File: config.mk
export PLATFORM = sky130hd
export DESIGN_NAME = truth_table_scanner
export DESIGN_NICKNAME = d
export VERILOG_FILES = /design/src/rtl/truth_table_scanner.sv
export SDC_FILE = /design/constraint.sdc
export NUM_CORES = 1
export LEC_CHECK = 0
export ABC_AREA = 1
export CAP_MARGIN = 30
export CELL_PAD_IN_SITES_DETAIL_PLACEMENT = 1
export CELL_PAD_IN_SITES_GLOBAL_PLACEMENT = 1
export CORE_UTILIZATION = 30
export CTS_BUF_LIST = sky130_fd_sc_hd__clkbuf_8
export CTS_CLUSTER_DIAMETER = 100
export DETAILED_ROUTE_END_ITERATION = 12
export PLACE_DENSITY = 0.75
export RECOVER_POWER = 50
export SYNTH_ARGS = -nofsm -noshare
export SYNTH_HDL_FRONTEND = slang
export SYNTH_SLANG_ARGS = --single-unit
File: constraint.sdc
create_clock -name clk -period 1.55 [get_ports clk]
set_input_delay 0.2325 -clock clk [delete_from_list [all_inputs] [get_ports clk]]
set_output_delay 0.2325 -clock clk [all_outputs]
set_load 0.02 [all_outputs]
File: src/rtl/truth_table_scanner.sv
// Stimulus/capture engine: sweeps {x,y,z} through all 8 vectors, samples f7/f8/f9
// into truth tables and compares them against latched expected masks.
module truth_table_scanner #(
  parameter int unsigned SETTLE_CYC = 2
) (
  input  logic       clk,
  input  logic       rst_n,
  input  logic       start,
  input  logic [7:0] exp7,
  input  logic [7:0] exp8,
  input  logic [7:0] exp9,
  input  logic       f7,
  input  logic       f8,
  input  logic       f9,
  output logic       x,
  output logic       y,
  output logic       z,
  output logic       busy,
  output logic       done,
  output logic       pass,
  output logic [2:0] err,
  output logic [7:0] tt7,
  output logic [7:0] tt8,
  output logic [7:0] tt9
);

  typedef enum logic [1:0] {
    ST_IDLE   = 2'd0,
    ST_SETTLE = 2'd1,
    ST_SAMPLE = 2'd2,
    ST_DONE   = 2'd3
  } state_t;

  localparam logic [3:0] CNT_LAST = 4'(SETTLE_CYC - 1);

  state_t     state_r, state_s;
  logic [2:0] idx_r;
  logic [2:0] xyz_r;
  logic [3:0] cnt_r;
  logic [7:0] exp7_r, exp8_r, exp9_r;
  logic [7:0] tt7_r, tt8_r, tt9_r;
  logic [7:0] tt7_s, tt8_s, tt9_s;
  logic [2:0] err_r, err_s;
  logic       busy_r, done_r, pass_r;
  logic       settle_end_s, last_s;

  assign settle_end_s = (cnt_r == CNT_LAST);
  assign last_s       = (idx_r == 3'd7);

  // Tables as they will be after the current sample, so the final compare sees the last bit
  always_comb begin
    tt7_s        = tt7_r;
    tt8_s        = tt8_r;
    tt9_s        = tt9_r;
    tt7_s[idx_r] = f7;
    tt8_s[idx_r] = f8;
    tt9_s[idx_r] = f9;
    err_s        = {(tt7_s != exp7_r), (tt8_s != exp8_r), (tt9_s != exp9_r)};
  end

  // Next-state logic
  always_comb begin
    state_s = state_r;
    case (state_r)
      ST_IDLE, ST_DONE: begin
        if (start) state_s = ST_SETTLE;
        else       state_s = state_r;
      end
      ST_SETTLE: begin
        if (settle_end_s) state_s = ST_SAMPLE;
        else              state_s = ST_SETTLE;
      end
      ST_SAMPLE: begin
        if (last_s) state_s = ST_DONE;
        else        state_s = ST_SETTLE;
      end
      default: state_s = ST_IDLE;
    endcase
  end

  // State register
  always_ff @(posedge clk) begin
    if (!rst_n) state_r <= ST_IDLE;
    else        state_r <= state_s;
  end

  // Stimulus, capture and result registers
  always_ff @(posedge clk) begin
    if (!rst_n) begin
      idx_r  <= 3'd0;
      xyz_r  <= 3'd0;
      cnt_r  <= 4'd0;
      exp7_r <= 8'd0;
      exp8_r <= 8'd0;
      exp9_r <= 8'd0;
      tt7_r  <= 8'd0;
      tt8_r  <= 8'd0;
      tt9_r  <= 8'd0;
      err_r  <= 3'd0;
      busy_r <= 1'b0;
      done_r <= 1'b0;
      pass_r <= 1'b0;
    end else begin
      case (state_r)
        ST_IDLE, ST_DONE: begin
          if (start) begin
            exp7_r <= exp7;
            exp8_r <= exp8;
            exp9_r <= exp9;
            tt7_r  <= 8'd0;
            tt8_r  <= 8'd0;
            tt9_r  <= 8'd0;
            err_r  <= 3'd0;
            pass_r <= 1'b0;
            done_r <= 1'b0;
            idx_r  <= 3'd0;
            xyz_r  <= 3'd0;
            cnt_r  <= 4'd0;
            busy_r <= 1'b1;
          end
        end
        ST_SETTLE: begin
          cnt_r <= cnt_r + 4'd1;
        end
        ST_SAMPLE: begin
          tt7_r <= tt7_s;
          tt8_r <= tt8_s;
          tt9_r <= tt9_s;
          if (last_s) begin
            busy_r <= 1'b0;
            done_r <= 1'b1;
            err_r  <= err_s;
            pass_r <= ~|err_s;
          end else begin
            idx_r <= idx_r + 3'd1;
            xyz_r <= idx_r + 3'd1;
            cnt_r <= 4'd0;
          end
        end
        default: begin
          busy_r <= 1'b0;
        end
      endcase
    end
  end

  assign x    = xyz_r[2];
  assign y    = xyz_r[1];
  assign z    = xyz_r[0];
  assign busy = busy_r;
  assign done = done_r;
  assign pass = pass_r;
  assign err  = err_r;
  assign tt7  = tt7_r;
  assign tt8  = tt8_r;
  assign tt9  = tt9_r;

endmodule

; Word-level counts from Yosys, hierarchy flattened
; Index checks and enable logic that the tools add are counted.
[totals]
register_bits = 63
output_inout_bits = 33
[classes]
eq_ne = 11
reduce_logical = 11
mux = 29
order_cmp = 2
add_sub_neg = 2
[op_table]
columns = cell, count
row1 = 8-bit one-hot mux with 2 select lines, 3
row2 = 8-bit bitwise mux, 3
row3 = 8-bit inequality test, 3
row4 = 3-bit one-hot mux with 2 select lines, 2
row5 = 4-bit one-hot mux with 3 select lines, 1
row6 = 3-bit two-way mux, 3
row7 = 4-bit two-way mux, 2
row8 = 8-bit two-way mux, 1
row9 = 1-bit two-way mux, 6
row10 = 2-bit two-way mux, 3
row11 = "2-bit inequality test, second input constant", 3
row12 = 1-bit one-hot mux with 2 select lines, 3
row13 = 2-bit one-hot mux with 3 select lines, 1
row14 = 2-bit AND reduction, 3
row15 = 3-bit AND reduction, 2
row16 = "4-bit by 1-bit adder with 4-bit output, second input constant", 1
row17 = "2-bit == test, second input constant", 2
row18 = "4-bit by 1-bit == test with 1-bit output, second input constant", 1
row19 = "3-bit by 4-bit less-than comparator with 1-bit output, second input constant", 1
row20 = "3-bit by 1-bit adder with 3-bit output, second input constant", 1
row21 = 1-bit demux with 3-bit select, 1
row22 = "3-bit == test, second input constant", 1
row23 = "3-bit by 1-bit greater-or-equal comparator with 1-bit output, second input constant", 1
row24 = 3-bit OR reduction, 1
row25 = 6 further kinds, 6

; Longest topological paths before layout
[depth]
depth_word = 10
ltp_mapped = 13
depth_no_buf = 13

; Least setup slack after synthesis
; Ideal clock, no wire load.
[synth_path]
path_type = register to register
from = register xyz_r[0] (netlist name)
to = register cnt_r[3]
arrival_time_ns = 1.656
stages_incl_launch_ff = 9
path_buffers = 0
setup_slack_ns = -0.239
period_less_slack_ns = 1.789
path_cell_list = dfxtp_1 > ha_1 > ha_1 > nand2_1 > inv_1 > nor2_1 > inv_1 > o21ai_0 > nor3_1
[synth_lines]
columns = element, line_no
row1 = to (signal assigned), 123  ; cnt_r <= cnt_r + 4'd1;
row2 = to (decl), 39  ; logic [3:0] cnt_r;

==> insert_results.sql <==
INSERT INTO impl_metrics (metric_group, metric, value, unit) VALUES
('pwr', 'peakVddDrop', '378.2', 'µV'),
('pwr', 'switch_share', '29.04', '%'),
('clock_tree', 'ctsLongestPathBuffers', '2', ''),
('worst_setup_path', 'startpoint_type', 'register', ''),
('finish', 'final_nets', '671', ''),
('timing', 'post-route-min-period', '1.771', 'ns'),
('pwr', 'switch_pwr', '1.257', 'mW'),
('worst_setup_path', 'worstReg2RegStart', 'xyz_r[1]$_SDFFE_PN0P_', ''),
('timing', 'setup_viol', '33', ''),
('synthesis', 'postSynthRegisterBits', '63', ''),
('grt', 'globalRouteTotalUtil', '23.29', '%'),
('floorplanning', 'start_util', '31.36', '%'),
('pwr', 'p_int', '3.071', 'mW'),
('floorplanning', 'floorplan.io_pins', '63', ''),
('timing', 'period_utilization_post_route', '114.3', '%'),
('finish', 'seqCellArea', '0.001270', 'mm²'),
('placement', 'port_buffers', '62', ''),
('timing', 'final.setup.worst_slack', '-0.2209', 'ns'),
('worst_setup_path', 'crit_path_leading_delay_family', 'simple AND/OR/NAND/NOR gates', ''),
('synthesis', 'synth_top_area_share', '38.44', '%'),
('clock_tree', 'cts-htree-levels', '3', ''),
('clock_tree', 'clock_insertion_delay_worst_skew', '0.36', 'ns'),
('floorplanning', 'row_count', '37', ''),
('worst_setup_path', 'cp_data_arrival_time', '2.07', 'ns'),
('worst_setup_path', 'ordered_list_of_cells_on_the_worst_path', 'buf_12 -> nor2_8 -> buf_6 -> nand3_4 -> nand2_2 -> nand2_1 -> nand2_1 -> nand2_1 -> nor2_1 -> nand2_1 -> nor2_1 -> nand2_1 -> a21oi_2', ''),
('clock_tree', 'tritoncts', 'yes', ''),
('worst_setup_path', 'critical_path.max_fanout', '12', ''),
('detailed_routing', 'total_number_of_vias', '3911', ''),
('finish', 'summed_area_of_non_filler_cells_in_the_final_layout', '0.005141', 'mm²'),
('grt', 'grt_antenna_before_repair', '0', ''),
('grt', 'grt_pass1_vias', '4028', ''),
('detailed_routing', 'drt-pass1-iter-count', '4', ''),
('worst_setup_path', 'setup.worst_path.class', 'register to register', ''),
('placement', 'hpwl', '9.149', 'mm'),
('worst_setup_path', 'rr_worst_depth', '13', ''),
('floorplanning', 'chipWidth', '106.6', 'µm'),
('finish', 'antenna-diode-count', '0', ''),
('pwr', 'combinationalPowerShare', '20.7', '%'),
('timing', 'worst_pin_slew', '0.3877', 'ns'),
('timing', 'finalMaxSlewViolations', '0', ''),
('timing', 'grt_setup_unrepaired', 'true', ''),
('hold_path', 'min_path_type', 'register to register', ''),
('finish', 'layout.filler_cells', '1343', ''),
('worst_setup_path', 'worst-r2r-setup-slack', '-0.22', 'ns'),
('timing', 'clock-skew-final', '0.01214', 'ns'),
('clock_tree', 'clock-root-buffer', 'sky130_fd_sc_hd__clkbuf_8', ''),
('synthesis', 'synth.avg_cell_area', '6.483', 'µm²'),
('pwr', 'power_frac_clock', '38.8', '%'),
('pwr', 'leakage', '2.306', 'nW'),
('floorplanning', 'core-area', '0.01046', 'mm²'),
('worst_setup_path', 'critPathMaxStageDelay', '0.34', 'ns'),
('worst_setup_path', 'r2r-end', 'pass$_SDFFE_PN0P_', ''),
('worst_setup_path', 'worst_path_max_delay_cell', 'sky130_fd_sc_hd__dfxtp_2', ''),
('placement', 'preCtsSetupSlack', '-0.4248', 'ns'),
('synthesis', 'synth_cell_types', '23', ''),
('clock_tree', 'clk_pin_slew_worst_paths', '0.07', 'ns'),
('detailed_routing', 'wire_per_inst', '17.48', 'µm'),
('clock_tree', 'tritoncts_num_sinks', '63', ''),
('run_status', 'outcome', 'complete, but fails checks', ''),
('run_status', 'violations_in_the_final_reports', 'negative setup slack', ''),
('detailed_routing', 'drt-total-wl', '13.57', 'mm'),
('worst_setup_path', 'path_buf_inv', '2', ''),
('worst_setup_path', 'worst_path_most_repeated_cell', 'sky130_fd_sc_hd__nand2_1', ''),
('floorplanning', 'fp.dieH', '106.6', 'µm'),
('synthesis', 'syn_std_cell_area', '0.003281', 'mm²'),
('detailed_routing', 'drt.antenna.violating_nets', '0', ''),
('placement', 'place_congestion', '0.8990', ''),
('synthesis', 'synth.yosys.seq_area_share', '38.44', '%'),
('placement', 'place_area', '0.004477', 'mm²'),
('detailed_routing', 'detail_route.drc_violations', '0', ''),
('detailed_routing', 'route.detailed.vias_per_inst', '5.040', '');
[metal layers]
layer | wire length (µm) | GRT usage (%)
met1 | 5861 | 27.34
met2 | 7000 | 41.11
met3 | 371 | 3.343
met4 | 334 | 11.84
met5 | 0 | 0
[synthesized netlist by cell type]
cell                       instances
sky130_fd_sc_hd__nand4_1          18
sky130_fd_sc_hd__nand3b_1          7
sky130_fd_sc_hd__nor2_8            1
sky130_fd_sc_hd__inv_2             2
sky130_fd_sc_hd__o21ai_0          29
sky130_fd_sc_hd__nor2_1           34
sky130_fd_sc_hd__nor2_2            1
sky130_fd_sc_hd__nand3_1          44
sky130_fd_sc_hd__ha_1              6
sky130_fd_sc_hd__buf_6             4
sky130_fd_sc_hd__a211oi_1          2
sky130_fd_sc_hd__a21oi_1          52
sky130_fd_sc_hd__dfxtp_1          63
sky130_fd_sc_hd__or2_2             1
sky130_fd_sc_hd__buf_4             2
sky130_fd_sc_hd__nand2_1         171
sky130_fd_sc_hd__clkbuf_1         15
sky130_fd_sc_hd__buf_2             2
sky130_fd_sc_hd__nor3_1            3
sky130_fd_sc_hd__buf_1             1
sky130_fd_sc_hd__nand2_2           1
sky130_fd_sc_hd__o21ai_1           1
sky130_fd_sc_hd__inv_1            46
[placed cells by master, fill, tap and decap left out, types with 5 or more instances in the layout]
master,synthesis,routed
sky130_fd_sc_hd__a21oi_2,0,11
sky130_fd_sc_hd__nand3_1,44,36
sky130_fd_sc_hd__o21ai_0,29,23
sky130_fd_sc_hd__buf_6,4,5
sky130_fd_sc_hd__a21oi_1,52,41
sky130_fd_sc_hd__buf_8,0,5
sky130_fd_sc_hd__nand3_2,0,7
sky130_fd_sc_hd__dfxtp_1,63,60
sky130_fd_sc_hd__buf_4,2,66
sky130_fd_sc_hd__nor2_2,1,7
sky130_fd_sc_hd__inv_1,46,40
sky130_fd_sc_hd__nand2_1,171,147
sky130_fd_sc_hd__clkbuf_8,0,11
sky130_fd_sc_hd__nor2_1,34,22
sky130_fd_sc_hd__dlygate4sd2_1,0,28
sky130_fd_sc_hd__nand4_1,18,18
sky130_fd_sc_hd__nand2_2,1,20
sky130_fd_sc_hd__nor2_4,0,6
sky130_fd_sc_hd__nand3b_1,7,7
sky130_fd_sc_hd__nand2_4,0,5
sky130_fd_sc_hd__inv_2,2,5
sky130_fd_sc_hd__clkdlybuf4s50_1,0,28
[final cells by class]
class                      count  share of cell area [%]
multi-input combinational    371                   39.21
inverter                      48                   3.821
clock inverter                 5                   1.412
sequential                    63                   24.70
tap                          136                   3.310
clock buffer                  11                   2.945
timing repair buffer         142                   24.60
[through the flow]
step	hold WS (ns)	setup TNS (ns)	std cells	util (%)
2_1_floorplan	0.3992	-0.9537	506	-
3_3_place_gp	0.4532	-4.081	745	42.79
3_5_place_dp	0.4591	-6.555	745	42.79
4_1_cts	0.4687	-0.4695	770	47.05
5_1_grt	0.4825	-4.264	776	49.14
6_report	0.4655	-1.331	776	49.14
[power groups by stage]
| stage | clock (mW) | combinational, mW | sequential, mW |
|---|---|---|---|
| finish | 1.68 | 0.894 | 1.76 |
| global route | 1.77 | 0.968 | 1.77 |
| CTS | 1.68 | 0.770 | 1.75 |
| detailed placement | 0 | 0.664 | 1.79 |
| global placement | 0 | 0.632 | 1.78 |
| floorplan | 0 | 0.361 | 1.78 |
[what timing repair did]
| action | CTS | global route |
|---|---|---|
| setup endpoints to repair | 66 | 43 |
| gates resized for setup | 85 | 65 |
| pin swaps | 15 | 18 |
| buffers inserted | 7 | 6 |
| gates cloned | 2 | 0 |
[worst register-to-register path, stage by stage, from the launching register on]
cell                      delay [ns]
sky130_fd_sc_hd__dfxtp_2        0.34
sky130_fd_sc_hd__buf_12         0.15
sky130_fd_sc_hd__nor2_8         0.22
sky130_fd_sc_hd__buf_6          0.14
sky130_fd_sc_hd__nand3_4        0.07
sky130_fd_sc_hd__nand2_2        0.10
sky130_fd_sc_hd__nand2_1        0.06
sky130_fd_sc_hd__nand2_1        0.06
sky130_fd_sc_hd__nand2_1        0.07
sky130_fd_sc_hd__nor2_1         0.11
sky130_fd_sc_hd__nand2_1        0.12
sky130_fd_sc_hd__nor2_1         0.11
sky130_fd_sc_hd__nand2_1        0.07
sky130_fd_sc_hd__a21oi_2        0.11
[kinds of logic after synthesis]
group	after synthesis	share of synthesized area, %
AND/OR/NAND/NOR	281	36.84
adder cells (fa/ha/maj)	6	2.288
AO/OA/AOI/OAI	84	12.97
flip-flops	63	38.44
buffers and inverters	72	9.458
[registers in the layout, summed over array words and instances (netlist names)]
signal   cells
cnt_r        4
exp9_r       8
err          3
busy         1
tt7          8
exp7_r       8
state_r      2
tt8          8
xyz_r        3
done         1
pass         1
exp8_r       8
tt9          8
[worst min path at each step]
stage	start	end	slack, ns
floorplan	exp7[2]	exp7_r[2]$_SDFFE_PN0P_	0.40
global placement	done$_SDFFE_PN0P_	done$_SDFFE_PN0P_	0.45
detailed placement	err[0]$_SDFFE_PN0P_	err[0]$_SDFFE_PN0P_	0.46
CTS	err[0]$_SDFFE_PN0P_	err[0]$_SDFFE_PN0P_	0.47
global route	err[0]$_SDFFE_PN0P_	err[0]$_SDFFE_PN0P_	0.48
finish	done$_SDFFE_PN0P_	done$_SDFFE_PN0P_	0.47
Note: power is estimated with default switching activity, not from simulation.
